$ cat src/rtl/ahb_arbiter_gen2.sv
// AHB slave-port arbiter: fixed, round-robin or dynamic priority.
// Tracks burst beats, honours HLOCK and caps undefined INCR bursts.
module ahb_arbiter_gen2 #(
  parameter int MASTER_NUM = 4,
  parameter int PRIOR_BIT  = 2,
  parameter int ARB_MODE   = 0,
  parameter int INCR_MAX   = 16,
  parameter int MIDX_W     = $clog2(MASTER_NUM)
) (
  input  logic                            hclk,
  input  logic                            hreset_n,
  input  logic [MASTER_NUM-1:0]           hreq,
  input  logic [MASTER_NUM-1:0]           hlock,
  input  logic [MASTER_NUM*PRIOR_BIT-1:0] hprior,
  input  logic [1:0]                      htrans,
  input  logic [2:0]                      hburst,
  input  logic                            hready,
  output logic [MASTER_NUM-1:0]           hgrant,
  output logic                            hsel,
  output logic [MIDX_W-1:0]               hmaster,
  output logic                            hmastlock,
  output logic                            hlast_beat
);

  typedef enum logic [1:0] {
    S_IDLE,
    S_GRANTED,
    S_BURST
  } state_t;

  localparam logic [1:0] T_IDLE   = 2'd0;
  localparam logic [1:0] T_NONSEQ = 2'd2;
  localparam logic [1:0] T_SEQ    = 2'd3;

  state_t                 state, state_nxt;
  logic [MASTER_NUM-1:0]  grant_q, grant_nxt;
  logic [MIDX_W-1:0]      midx_q, midx_nxt;
  logic [MIDX_W-1:0]      rr_ptr, rr_nxt;
  logic [MIDX_W-1:0]      win, base;
  logic                   win_vld;
  logic [PRIOR_BIT-1:0]   best, pr;
  logic [8:0]             cnt, cnt_nxt, lim;
  logic                   acc, rel;

  // While a tenure is active the current owner counts as last winner
  always_comb begin
    win     = '0;
    win_vld = 1'b0;
    best    = '0;
    pr      = '0;
    base    = hsel ? midx_q : rr_ptr;
    if (ARB_MODE == 1) begin
      for (int k = 1; k <= MASTER_NUM; k++) begin
        for (int i = 0; i < MASTER_NUM; i++) begin
          if (!win_vld && hreq[i] &&
              i == (int'(base) + k) % MASTER_NUM) begin
            win_vld = 1'b1;
            win     = MIDX_W'(i);
          end
        end
      end
    end else if (ARB_MODE == 2) begin
      for (int i = 0; i < MASTER_NUM; i++) begin
        pr = hprior[i*PRIOR_BIT +: PRIOR_BIT];
        if (hreq[i] && (!win_vld || pr > best)) begin
          win_vld = 1'b1;
          win     = MIDX_W'(i);
          best    = pr;
        end
      end
    end else begin
      for (int i = 0; i < MASTER_NUM; i++) begin
        if (!win_vld && hreq[i]) begin
          win_vld = 1'b1;
          win     = MIDX_W'(i);
        end
      end
    end
  end

  always_comb begin
    lim = 9'd16;
    unique case (hburst)
      3'd0:       lim = 9'd1;
      3'd1:       lim = 9'(INCR_MAX);
      3'd2, 3'd3: lim = 9'd4;
      3'd4, 3'd5: lim = 9'd8;
      default:    lim = 9'd16;
    endcase
  end

  assign acc = hsel & hready & htrans[1];

  always_comb begin
    state_nxt = state;
    grant_nxt = grant_q;
    midx_nxt  = midx_q;
    rr_nxt    = rr_ptr;
    cnt_nxt   = cnt;
    rel       = 1'b0;
    if (hready) begin
      unique case (state)
        S_IDLE: begin
          if (win_vld) begin
            grant_nxt = MASTER_NUM'(1) << win;
            midx_nxt  = win;
            state_nxt = S_GRANTED;
          end
        end
        S_GRANTED: begin
          if (acc && htrans == T_NONSEQ) begin
            cnt_nxt = 9'd1;
            if (lim == 9'd1) rel = 1'b1;
            else state_nxt = S_BURST;
          end else if (htrans == T_IDLE && !hreq[midx_q]) begin
            rel = 1'b1;
          end
        end
        S_BURST: begin
          if (acc && htrans == T_SEQ) cnt_nxt = cnt + 9'd1;
          else if (acc) cnt_nxt = 9'd1;
          if (acc && cnt_nxt == lim) rel = 1'b1;
          else if (htrans == T_IDLE) rel = 1'b1;
        end
        default: state_nxt = S_IDLE;
      endcase
      // A locked owner keeps the bus; only its beat count restarts
      if (rel) begin
        cnt_nxt   = '0;
        state_nxt = S_GRANTED;
        if (!hlock[midx_q]) begin
          rr_nxt    = midx_q;
          grant_nxt = '0;
          if (win_vld) begin
            grant_nxt = MASTER_NUM'(1) << win;
            midx_nxt  = win;
          end else begin
            state_nxt = S_IDLE;
          end
        end
      end
    end
  end

  always_ff @(posedge hclk or negedge hreset_n) begin
    if (!hreset_n) begin
      state   <= S_IDLE;
      grant_q <= '0;
      midx_q  <= '0;
      rr_ptr  <= MIDX_W'(MASTER_NUM - 1);
      cnt     <= '0;
    end else begin
      state   <= state_nxt;
      grant_q <= grant_nxt;
      midx_q  <= midx_nxt;
      rr_ptr  <= rr_nxt;
      cnt     <= cnt_nxt;
    end
  end

  assign hgrant     = grant_q & {MASTER_NUM{hready}};
  assign hsel       = |grant_q;
  assign hmaster    = midx_q;
  assign hmastlock  = |(grant_q & hlock);
  assign hlast_beat = rel;

endmodule

$ cat config.mk
export PLATFORM = sky130hd
export DESIGN_NAME = ahb_arbiter_gen2
export DESIGN_NICKNAME = d
export VERILOG_FILES = /design/src/rtl/ahb_arbiter_gen2.sv
export SDC_FILE = /design/constraint.sdc
export NUM_CORES = 1
export LEC_CHECK = 0
export BUFFER_PORTS_ARGS = -buffer_cell sky130_fd_sc_hd__buf_2
export CAP_MARGIN = 15
export CORE_ASPECT_RATIO = 0.8
export CORE_MARGIN = 3
export CORE_UTILIZATION = 55
export DETAILED_ROUTE_END_ITERATION = 8
export PLACE_DENSITY = 0.91
export SYNTH_ARGS = -nofsm -noshare
export SYNTH_HDL_FRONTEND = slang
export SYNTH_SLANG_ARGS = --single-unit
$ cat constraint.sdc
create_clock -name hclk -period 3 [get_ports hclk]
set_input_delay 0.3 -clock hclk [delete_from_list [all_inputs] [get_ports hclk]]
set_output_delay 0.3 -clock hclk [all_outputs]
set_load 0.01 [all_outputs]
==> flow_summary.toml <==
[sta]
slew_viol_final = 0
fin_skew_ns = 0.00859
worst_pin_slew_ns = 0.617
period_share_pct = 100
min_period_ns = 3.01
whs_ns = 0.360
setup_slack_ns = -0.00754
hold_viol = 0
rsz0062_at_grt = "true"
fmax_mhz = 332
relSlewSlack_pct = 58.5
setup_viol = 1

[worst_setup_path]
criticalPathCategory = "reg -> out"
end_kind = "output pin"
startpoint_type = "flip-flop"
worst-path-max-fanout = 8
required_ns = 2.70
crit_arrival_ns = 2.71
worstSetupStartpoint = "grant_q[0]"
r2r-start = "grant_q[0]"

[pwr]
power_density_mw_per_mm2 = 635
peakVddDrop_v = 0.000441
leakage_uw = 0.000866

[yosys]
ys_types = 63
post-synth-top-count-cell = "nand2_1"
async_reset_ff_share_pct = 100
synth_area_leaders = "dfrtp_1 25%, o21ai_0 5.0%, nand2_1 4.6%, ha_1 4.4%, a21oi_1 3.8%"
ys_seq_elements = 17
synth_area_mm2 = 0.00170
yosysWarnings = 0
synth_edf_count = 0
synth_top_area_share_pct = 25.0
yosysTopAreaCell = "dfrtp_1"
netlist_instances = 206
ys_top_cells_by_count = "21 x nand2_1, 17 x dfrtp_1, 17 x o21ai_0"
syn_avg_cell_area_um2 = 8.25
seq_area_frac_synth_pct = 25.0
syn_nets = 236
synth_ff_type = "dfrtp_1"

[die]
die_h_um = 55.7
die_x_um = 68.1
die_area_mm2 = 0.00380
coreArea_mm2 = 0.00285
start_util_pct = 59.6
io_pins = 33
fp-row-count = 17

[min_path]
hold_start = "hreq[0]"
hold_path.class = "in -> reg"

[route]
routed_via_density = 6.63
drc = 0
wl_um = 5200
drt_first_iter_violations = 289
dr.pass1.iters = 6
dr_total_vias = 1877
ant_nets = 0
wl_per_cell_um = 18.4

[clocking]
cts-root-buf = "clkbuf_8"
htree_levels = 1
clock_path_buffers = 2
path_clk_slew_ns = 0.08
cts_tree = "built"
cts_made_buffers = 3
clkLatencyLatePin_ns = 0.26
cts_num_sinks = 17

[flow_run]
cap_violations = 0

[cells_and_area]
fill_cells = 232
drive_gt1_share_pct = 31.8
n_antenna_cell = 0
final_nets = 276
syn2layout_area_growth_pct = 20.8

[global_route]
grt_overflow = 0
grt_use_total_pct = 28.6
antenna_found_initial = 0
grt_pass1_wl_um = 8420
grt_max_degree = 18
grt_pass1_vias = 1738

[status]
status = "finished, violations left"
violations = "negative setup slack"

[place]
dp_hpwl_um = 3540
port_buffers = 24
gp_congestion = 0.977
pre_cts_slack_ns = 0.111
sequential cells by signal (all words and copies together), names as in the netlist:
signal,flops
cnt,9
grant_q,4
hmaster,2
state,2
per-layer routing:
layer / GRT usage, % / up-vias / routed length, µm
met5: 0 / - / 0
met4: 9.63 / 0 / 164
met3: 6.46 / 26 / 582
met2: 40.8 / 136 / 2310
met1: 42.0 / 862 / 2150
li1: - / 853 / -
final timing paths:
check | end | slack (ns) | cells after the start
worst min register to register | cnt[8] | 0.56 | 2
worst max register to register | cnt[0] | 0.13 | 11
worst max-delay path | hlast_beat | -0.008 | 10
worst min-delay path | grant_q[0] | 0.36 | 3
min in group asynchronous | cnt[8] | 0.50 | 2
max in group asynchronous | cnt[2] | 2.18 | 2
timing repair:
| action | in CTS | in global routing |
|---|---|---|
| endpoints found under the hold margin | 17 | 0 |
| pin swaps | 3 | 5 |
| endpoints found under the setup margin | 1 | 14 |
| resized for setup | 5 | 11 |
| buffers inserted | 5 | 3 |
| hold buffers | 1 | 0 |
cell families (layout without fill, tap and decap cells):
logic type	count (synthesis)	in the layout	synth area share (%)
xor+xnor	3	3	1.55
fa+ha+maj	6	6	4.42
buf+inv	21	60	7.36
flops	17	17	25.0
simple gates	87	87	30.9
mux	3	3	3.24
compound gates	69	69	27.5
metrics by stage:
stage | std cells | power [µW] | cell area [µm²] | setup TNS, ns | utilization (%)
2_1_floorplan | 206 | 807 | 1700 | 0 | -
5_1_grt | 283 | 1390 | 2050 | -0.121 | 72.0
3_5_place_dp | 270 | 1000 | 1870 | 0 | 65.5
6_report | 283 | 1300 | 2050 | -0.00754 | 72.0
4_1_cts | 280 | 1240 | 1990 | 0 | 69.8
3_3_place_gp | 270 | 987 | 1870 | 0 | 65.5
cells in the final DEF (no fill, tap or decap), types with 3 or more instances in the layout:
cell / count
nand3_1: 6
nor3_1: 4
buf_4: 17
nor2b_1: 4
ha_1: 5
dfrtp_1: 13
nand2_1: 21
nor2_1: 13
buf_2: 24
dfrtp_2: 4
and2_1: 3
a21oi_1: 12
a31oi_1: 4
o22ai_1: 3
nand4_1: 3
o21ai_0: 17
nand2b_1: 5
o22a_1: 3
inv_1: 12
clkbuf_8: 3
o31ai_1: 3
where the power goes:
part | total, µW | switching (µW) | leakage, µW | internal [µW]
clock network | 184 | 91.2 | 0.0000255 | 92.6
logic | 777 | 435 | 0.000627 | 342
registers | 343 | 60.8 | 0.000214 | 282
critical path, cell delays in order, from the launching register on:
cell and delay (ns):
dfrtp_1 0.41, nor4_4 0.29, buf_6 0.18, inv_4 0.06, a31oi_2 0.15, a221oi_1 0.12, or4b_4 0.52, nor4b_4 0.35
nor2_2 0.11, nor2_2 0.12, buf_2 0.14
cell type report:
class	count	area [µm²]	area share, %
Clock inverter	1	5.00	0.244
Clock buffer	3	41.3	2.01
Tap cell	38	47.5	2.32
Timing Repair Buffer	43	269	13.1
Inverter	13	51.3	2.50
Sequential cell	17	430	21.0
Multi-Input combinational cell	168	1210	58.9
Note: power is estimated with default switching activity, not from simulation.
